[src/rtl/bc_pkg.sv]
// Shared definitions for the basic computer datapath registers.
// Holds the register operation encoding and the default word width.
// No logic; imported by bc_register and its users.
package bc_pkg;

  localparam int BC_WORD_W = 16;

  // Operation selected for a register on a given edge, highest priority first.
  typedef enum logic [2:0] {
    OP_RST,
    OP_CLR,
    OP_LD,
    OP_INR,
    OP_DEC,
    OP_SHR,
    OP_SHL,
    OP_HOLD
  } bc_reg_op_t;

endpackage

[src/rtl/bc_dff.sv]
// 1-bit D flip-flop with synchronous active-high reset to RST_VAL.
// Latency: d appears on q one rising edge later. No flow control.
// Ports: clk, rst (sync, active-high), d (next value), q (stored bit).
module bc_dff #(
  parameter logic RST_VAL = 1'b0
) (
  input  logic clk,
  input  logic rst,
  input  logic d,
  output logic q
);

  always_ff @(posedge clk) begin
    if (rst) q <= RST_VAL;
    else     q <= d;
  end

endmodule

[src/rtl/bc_register.sv]
// General-purpose WIDTH-bit register: clear, load, inc, dec, shift right/left.
// Latency: one edge for every operation; q and cout update together. No backpressure.
// Ports: clk, rst, controls clr/ld/inr/dec/shr/shl, sin, d -> q, cout, zero.
module bc_register
  import bc_pkg::*;
#(
  parameter int                WIDTH       = BC_WORD_W,
  parameter logic [WIDTH-1:0]  RESET_VALUE = '0
) (
  input  logic             clk,
  input  logic             rst,
  input  logic             clr,
  input  logic             ld,
  input  logic             inr,
  input  logic             dec,
  input  logic             shr,
  input  logic             shl,
  input  logic             sin,
  input  logic [WIDTH-1:0] d,
  output logic [WIDTH-1:0] q,
  output logic             cout,
  output logic             zero
);

  localparam logic [WIDTH-1:0] ONE = {{(WIDTH-1){1'b0}}, 1'b1};

  bc_reg_op_t       op;
  logic [WIDTH-1:0] q_n;
  logic             cout_n;

  // Priority encoder: exactly one operation wins per edge.
  always_comb begin
    op = OP_HOLD;
    if      (rst) op = OP_RST;
    else if (clr) op = OP_CLR;
    else if (ld)  op = OP_LD;
    else if (inr) op = OP_INR;
    else if (dec) op = OP_DEC;
    else if (shr) op = OP_SHR;
    else if (shl) op = OP_SHL;
  end

  // Next-state mux for {cout, q}.
  always_comb begin
    q_n    = q;
    cout_n = cout;
    case (op)
      OP_RST: begin q_n = RESET_VALUE;          cout_n = 1'b0;         end
      OP_CLR: begin q_n = '0;                   cout_n = 1'b0;         end
      OP_LD:  begin q_n = d;                    cout_n = 1'b0;         end
      OP_INR: begin q_n = q + ONE;              cout_n = &q;           end // carry on all-ones wrap
      OP_DEC: begin q_n = q - ONE;              cout_n = ~|q;          end // borrow on zero wrap
      OP_SHR: begin q_n = {sin, q[WIDTH-1:1]};  cout_n = q[0];         end
      OP_SHL: begin q_n = {q[WIDTH-2:0], sin};  cout_n = q[WIDTH-1];   end
      default: begin q_n = q;                   cout_n = cout;         end
    endcase
  end

  // Per-bit storage; reset is also applied inside each flop so the reset
  // value does not depend on the mux path.
  for (genvar i = 0; i < WIDTH; i++) begin : g_bit
    bc_dff #(.RST_VAL(RESET_VALUE[i])) u_dff (
      .clk (clk),
      .rst (rst),
      .d   (q_n[i]),
      .q   (q[i])
    );
  end

  bc_dff #(.RST_VAL(1'b0)) u_cout_dff (
    .clk (clk),
    .rst (rst),
    .d   (cout_n),
    .q   (cout)
  );

  assign zero = ~|q;

endmodule

[config.mk]
export PLATFORM = sky130hd
export DESIGN_NAME = bc_register
export DESIGN_NICKNAME = d
export VERILOG_FILES = /design/src/rtl/bc_pkg.sv /design/src/rtl/bc_dff.sv /design/src/rtl/bc_register.sv
export SDC_FILE = /design/constraint.sdc
export NUM_CORES = 1
export LEC_CHECK = 0
export ABC_AREA = 1
export BUFFER_PORTS_ARGS = -buffer_cell sky130_fd_sc_hd__clkbuf_2
export CAP_MARGIN = 10
export CORE_ASPECT_RATIO = 1.5
export CORE_MARGIN = 2
export CORE_UTILIZATION = 30
export DETAILED_ROUTE_END_ITERATION = 10
export MAX_ROUTING_LAYER = met4
export SLEW_MARGIN = 5
export SYNTH_ARGS = -nofsm -noshare
export SYNTH_HDL_FRONTEND = slang
export SYNTH_HIERARCHICAL = 1
export SYNTH_SLANG_ARGS = --single-unit
[constraint.sdc]
create_clock -name clk -period 2.7 [get_ports clk]
set_clock_uncertainty 0.1 [all_clocks]
set_input_delay 0.54 -clock clk [delete_from_list [all_inputs] [get_ports clk]]
set_output_delay 0.54 -clock clk [all_outputs]
set_load 0.01 [all_outputs]
==> results of run 1 <==
## final timing paths
kind	slack, ns	end
hold / removal	0.51	u_cout_dff/q
hold reg to reg	0.51	u_cout_dff/q
setup / recovery	0.11	g_bit[6].u_dff/q
setup reg to reg	0.60	g_bit[6].u_dff/q
## sequential cells by signal, indices dropped and copies added (netlist names)
name           flops
g_bit.u_dff/q     16
u_cout_dff/q       1
## through the flow
stage / TNS, ns / setup slack, ns / power, W / util (%)
floorplan: 0 / 0.0145 / 0.000368 / -
global placement: -1.76 / -0.196 / 0.000449 / 39.0
detailed placement: -2.24 / -0.264 / 0.000451 / 39.0
CTS: 0 / 0.0113 / 0.000779 / 40.1
global route: -0.102 / -0.0688 / 0.000823 / 42.9
finish: 0 / 0.108 / 0.000787 / 42.9
## power groups by stage
stage / sequential (W) / combinational (W) / clock (W)
2_1_floorplan: 0.000273 / 0.0000956 / 0
3_3_place_gp: 0.000273 / 0.000175 / 0
3_5_place_dp: 0.000273 / 0.000177 / 0
4_1_cts: 0.000268 / 0.000178 / 0.000333
5_1_grt: 0.000270 / 0.000209 / 0.000343
6_report: 0.000269 / 0.000189 / 0.000329
## worst max-delay path: cells and delay by family
kind	cells	cell delay, ns
AOI/OAI and AO/OA	1	0.16
and+or+nand+nor	12	1.05
adders and majority gates	1	0.35
buffers and inverters	5	0.53
## layout make-up
class	instances	area, µm²
clock buffer	3	75.1
inverter	90	342
sequential	17	340
fill	846	4290
tap	102	128
timing repair buffer	87	564
multi-input combinational	293	1770
clock inverter	1	5.00
## kinds of logic (layout without fill, tap and decap cells)
group | count (synthesis) | after routing
flops | 17 | 17
fa+ha+maj | 15 | 15
xor+xnor | 2 | 2
simple gates | 236 | 236
buf+inv | 95 | 181
compound gates | 40 | 40
## routing by layer
| layer | part of all wire, % | routed length (µm) | vias up |
|---|---|---|---|
| met5 | 0 | 0 | - |
| met4 | 2.9 | 225 | 0 |
| met3 | 2.8 | 222 | 14 |
| met2 | 55 | 4310 | 53 |
| met1 | 39 | 3030 | 1301 |
| li1 | - | - | 1444 |
## Yosys cell counts (2+ instances only)
library cell,count
a21oi_1,13
a21oi_4,2
buf_4,4
dfxtp_1,17
ha_1,14
inv_1,87
inv_2,3
nand2_1,118
nand2_4,4
nand3_1,33
nand3_2,3
nand3b_1,3
nand4_1,15
nor2_1,29
nor2_2,18
nor2_4,2
nor3_1,2
nor4_1,3
o21ai_0,6
o21ai_1,6
o22ai_1,11
or2_2,4
xor2_1,2
## repair_timing
item,CTS,global route
endpoints found under the hold margin,0,0
endpoints found under the setup margin,0,12
gates resized for setup,0,40
buffers inserted,0,3
==> impl_metrics.env, run 1 <==
export IMPL_status="completed"
export IMPL_tightestPinTransition_ns=0.558
export IMPL_htree_levels=1
export IMPL_drt_total_wl_mm=7.79
export IMPL_grt_met1_usage_pct=22.0
export IMPL_cts_tree="built"
export IMPL_initial_utilization_pct=30.6
export IMPL_required_ns=2.75
export IMPL_synthArstFlopShare_pct=0
export IMPL_slew_violations=0
export IMPL_finalNetCount=532
export IMPL_gp_congestion=0.915
export IMPL_synthAdderAreaFrac_pct=8.48
export IMPL_grtUsageMet3_pct=1.27
export IMPL_startpoint="shr"
export IMPL_p_int_w=0.000538
export IMPL_min_path_cells=4
export IMPL_hold_violations=0
export IMPL_place_area_um2=2930
export IMPL_firstDrtPassIters=4
export IMPL_ir_worst_vdd_v=0.000168
export IMPL_ctsHoldBuffers=0
export IMPL_layout_commonest_cell="nand2_1"
export IMPL_antenna_found_initial=0
export IMPL_worstPathArrival_ns=2.64
export IMPL_clockPowerShare_pct=41.8
export IMPL_ys_types=29
export IMPL_syn_num_nets=445
export IMPL_placed_cells=586
export IMPL_finalSetupViolCount=0
export IMPL_synth_ff_type="dfxtp_1"
export IMPL_period_share_pct=96.0
export IMPL_die_w_um=75.5
export IMPL_synthTopCellsByArea="nand2_1 (19%), dfxtp_1 (15%), inv_1 (14%)"
export IMPL_ff2ff_path_depth=11
export IMPL_clk_latency_ns=0.26
export IMPL_area_growth_pct=39.9
export IMPL_p_comb_share_pct=24.0
export IMPL_min_from="u_cout_dff/q"
export IMPL_die_height_um=111
export IMPL_p_sw_w=0.000248
export IMPL_seq_area_frac_synth_pct=14.8
export IMPL_gr_total_overflow=0
export IMPL_grt_use_met2_pct=35.4
export IMPL_yosys_area_top_type="nand2_1"
export IMPL_drive_above_1_share_pct=33.6
export IMPL_rows=39
export IMPL_cts_buffers=3
export IMPL_drt_wirelength_per_cell_um=13.1
export IMPL_synth_top_family_by_area="simple AND/OR/NAND/NOR gates"
export IMPL_avgSynthCellArea_um2=5.68
export IMPL_synthesis_area_um2=2300
export IMPL_core_um2=7510
export IMPL_hp_class="flop to flop"
export IMPL_rsz0062_at_grt="true"
export IMPL_yosysTopAreaCellShare_pct=19.2
export IMPL_io_buffers=42
export IMPL_r2r_start="g_bit[3].u_dff/q"
export IMPL_drt_antenna_violating_nets=0
export IMPL_swShare_pct=31.6
export IMPL_drt_iter0_drc=140
export IMPL_synth_simple_gate_area_share_pct=48.8
export IMPL_clockBufferDepth=2
export IMPL_cap_violations=0
export IMPL_worstSetupEndpointType="flop"
export IMPL_pwr_share_seq_pct=34.2
export IMPL_antenna_cells=0
export IMPL_post_route_min_period_ns=2.59
export IMPL_grt_pass1_wl_mm=12.6
export IMPL_vias=2812
export IMPL_fin_area_um2=3220
export IMPL_path_cells="clkbuf_2 > inv_1 > nand2_1 > nand2_2 > nand2_2 > nand2_4 > nand2_4 > clkinvlp_4 > ha_1 > nand2_1 > nand2_1 > buf_4 > a21oi_1 > nand2_2 > or2_2 > nand3_1 > nand4_1 > inv_1 > nor2_2"
export IMPL_ys_warn_count=6
export IMPL_path_class="input pin to flop"
export IMPL_crit_slowest_cell="ha_1"
export IMPL_drc=0
export IMPL_synth_compound_gate_area_share_pct=10.7
export IMPL_synthCells=405
export IMPL_grt_max_degree=18
export IMPL_muxShareOfSynthArea_pct=0
export IMPL_grt_use_total_pct=19.7
export IMPL_viasPerCell=4.74
export IMPL_power_leakage_nw=1.59
export IMPL_synth_xor_area_share_pct=0.761
export IMPL_startpoint_type="input pin"
export IMPL_clkTransAtPathRegs_ns=0.06
export IMPL_clkSinkCount=17
export IMPL_num_io_pins=43
export IMPL_relSlewSlack_pct=62.7
export IMPL_crit_fanout=6
export IMPL_fmax_ghz=0.386
export IMPL_finalNonFillerCells=593
export IMPL_synth_seq_cells=17
export IMPL_pwr_density_cell_nw_per_um2=244
export IMPL_layout_cells_most_common_list="nand2_1 (107), inv_1 (85), buf_4 (43), clkbuf_2 (42), nand3_1 (31)"
export IMPL_clockRootBuffer="clkbuf_16"
export IMPL_busiest_layer="met2"
export IMPL_dieArea_um2=8410
export IMPL_critPathMaxStageDelay_ns=0.35
export IMPL_grt_pass1_vias=2716
export IMPL_synth_edff_count=0
export IMPL_dpl_hpwl_mm=6.19
export IMPL_holdWs_ns=0.510
No activity file was read; power rests on OpenSTA's default activity.
==> inputs of run 2 (changes only) <==
BUFFER_PORTS_ARGS = -buffer_cell sky130_fd_sc_hd__buf_2   (was -buffer_cell sky130_fd_sc_hd__clkbuf_2)
SETUP_SLACK_MARGIN = 0.5   (was default)
==> impl_metrics.env, run 2 (synthesis gave the netlist of run 1 again) <==
export IMPL_power_leakage_nw=1.76
export IMPL_finalSetupViolCount=0
export IMPL_tns_ns=0
export IMPL_hold_violations=0
export IMPL_grt_pass1_vias=2863
export IMPL_antenna_cells=0
export IMPL_largest_register_ffs=16
export IMPL_post_route_min_period_ns=2.45
export IMPL_vias=2911
export IMPL_clkSinkCount=17
export IMPL_drt_antenna_violating_nets=0
export IMPL_required_ns=2.74
export IMPL_rows=39
export IMPL_startpoint_type="input pin"
export IMPL_hp_class="flop to flop"
export IMPL_ir_worst_vdd_v=0.000229
export IMPL_crit_fanout=9
export IMPL_period_share_pct=90.8
export IMPL_drt_wirelength_per_cell_um=14.4
export IMPL_rsz0062_at_grt="true"
export IMPL_cap_violations=0
export IMPL_status="completed"
export IMPL_fillers=772
export IMPL_drive_above_1_share_pct=42.4
export IMPL_cts_tree="built"
export IMPL_die_height_um=111
export IMPL_tightestPinTransition_ns=0.432
export IMPL_die_w_um=75.5
export IMPL_dpl_hpwl_mm=6.24
export IMPL_worstSetupEndpointType="flop"
export IMPL_clkTransAtPathRegs_ns=0.06
export IMPL_grt_use_total_pct=20.7
export IMPL_layout_cells_most_common_list="nand2_1 (91), inv_1 (76), buf_4 (41), buf_2 (35), nand3_1 (24)"
export IMPL_power_total_w=0.000809
export IMPL_area_growth_pct=56.6
export IMPL_firstDrtPassIters=4
export IMPL_fmax_ghz=0.408
export IMPL_layout_commonest_cell="nand2_1"
export IMPL_largest_register="g_bit.u_dff/q"
export IMPL_dieArea_um2=8410
export IMPL_clockRootBuffer="clkbuf_16"
export IMPL_clk_latency_ns=0.26
export IMPL_reg_top3="g_bit.u_dff/q x16, u_cout_dff/q x1"
export IMPL_drc=0
export IMPL_core_um2=7510
export IMPL_viasPerCell=4.88
export IMPL_gp_congestion=0.942
export IMPL_clockBufferDepth=2
export IMPL_grt_pass1_wl_mm=13.0
export IMPL_initial_utilization_pct=30.6
export IMPL_path_class="input pin to flop"
export IMPL_gr_total_overflow=0
export IMPL_num_io_pins=43
export IMPL_io_buffers=42
export IMPL_antenna_found_initial=0
export IMPL_grt_max_degree=18
export IMPL_slew_violations=0
export IMPL_cts_buffers=3
export IMPL_pwr_density_cell_nw_per_um2=224
export IMPL_drt_total_wl_mm=8.62
export IMPL_finalNetCount=536
export IMPL_drt_iter0_drc=171
export IMPL_htree_levels=1
export IMPL_ctsHoldBuffers=0
export IMPL_worstPathArrival_ns=2.49
export IMPL_relSlewSlack_pct=71.0
[run 2: metrics by stage]
stage	setup slack, ns	instance area [µm²]	std cells	utilization, %	hold WS, ns
after floorplan	0.0286	2340	405	-	0.485
after global placement	-0.256	2940	584	39.1	0.475
after detailed placement	-0.262	2940	584	39.1	0.475
after CTS	0.305	3420	594	45.5	0.489
after global routing	0.101	3600	597	48.0	0.538
final	0.250	3600	597	48.0	0.486
[run 2: critical path: stages]
cell        delay [ns]
buf_6             0.10
nor2_4            0.14
nand2_4           0.08
nor2_8            0.10
nand2_4           0.06
clkinvlp_4        0.09
buf_8             0.16
ha_4              0.23
nand2_2           0.12
inv_1             0.09
a21oi_4           0.16
nor2_1            0.07
nor2_1            0.15
nand3_1           0.11
nand3_2           0.09
nand4_1           0.08
inv_1             0.07
nor2_2            0.03
[run 2: area by class of cell]
type / count / area [µm²] / area share, %
clock buffers: 3 / 75.1 / 2.08
clock inverters: 1 / 5.00 / 0.139
inverters: 90 / 347 / 9.61
multi-input cells: 293 / 2040 / 56.6
flip-flops and latches: 17 / 340 / 9.44
well taps: 102 / 128 / 3.54
repair buffers: 91 / 668 / 18.5
[run 2: final timing paths]
path / start / end / slack [ns] / depth (start not counted)
max reg2reg: g_bit[0].u_dff/q / g_bit[4].u_dff/q / 0.63 / 11
min reg2reg: u_cout_dff/q / u_cout_dff/q / 0.49 / 4
min: u_cout_dff/q / u_cout_dff/q / 0.49 / 4
max: clr / g_bit[14].u_dff/q / 0.25 / 18
[run 2: where the power goes]
part           total [W]  switching (W)  internal, W  leakage (nW)
Clock           0.000316       0.000117     0.000199        0.0409
Combinational   0.000223       0.000121     0.000102          1.58
Sequential      0.000271      0.0000131     0.000257         0.138
[run 2: metal layers]
layer  GRT usage [%]  routed length [µm]  part of all wire (%)
met1            21.0                3270                    38
met5               -                   0                     0
met3            1.64                 238                   2.8
met4            13.0                 444                   5.2
met2            36.5                4660                    54
[run 2: timing repair]
action | CTS | global route
pin swaps | 22 | 36
resized for setup | 84 | 37
setup endpoints to repair | 14 | 14
setup buffers | 6 | 3
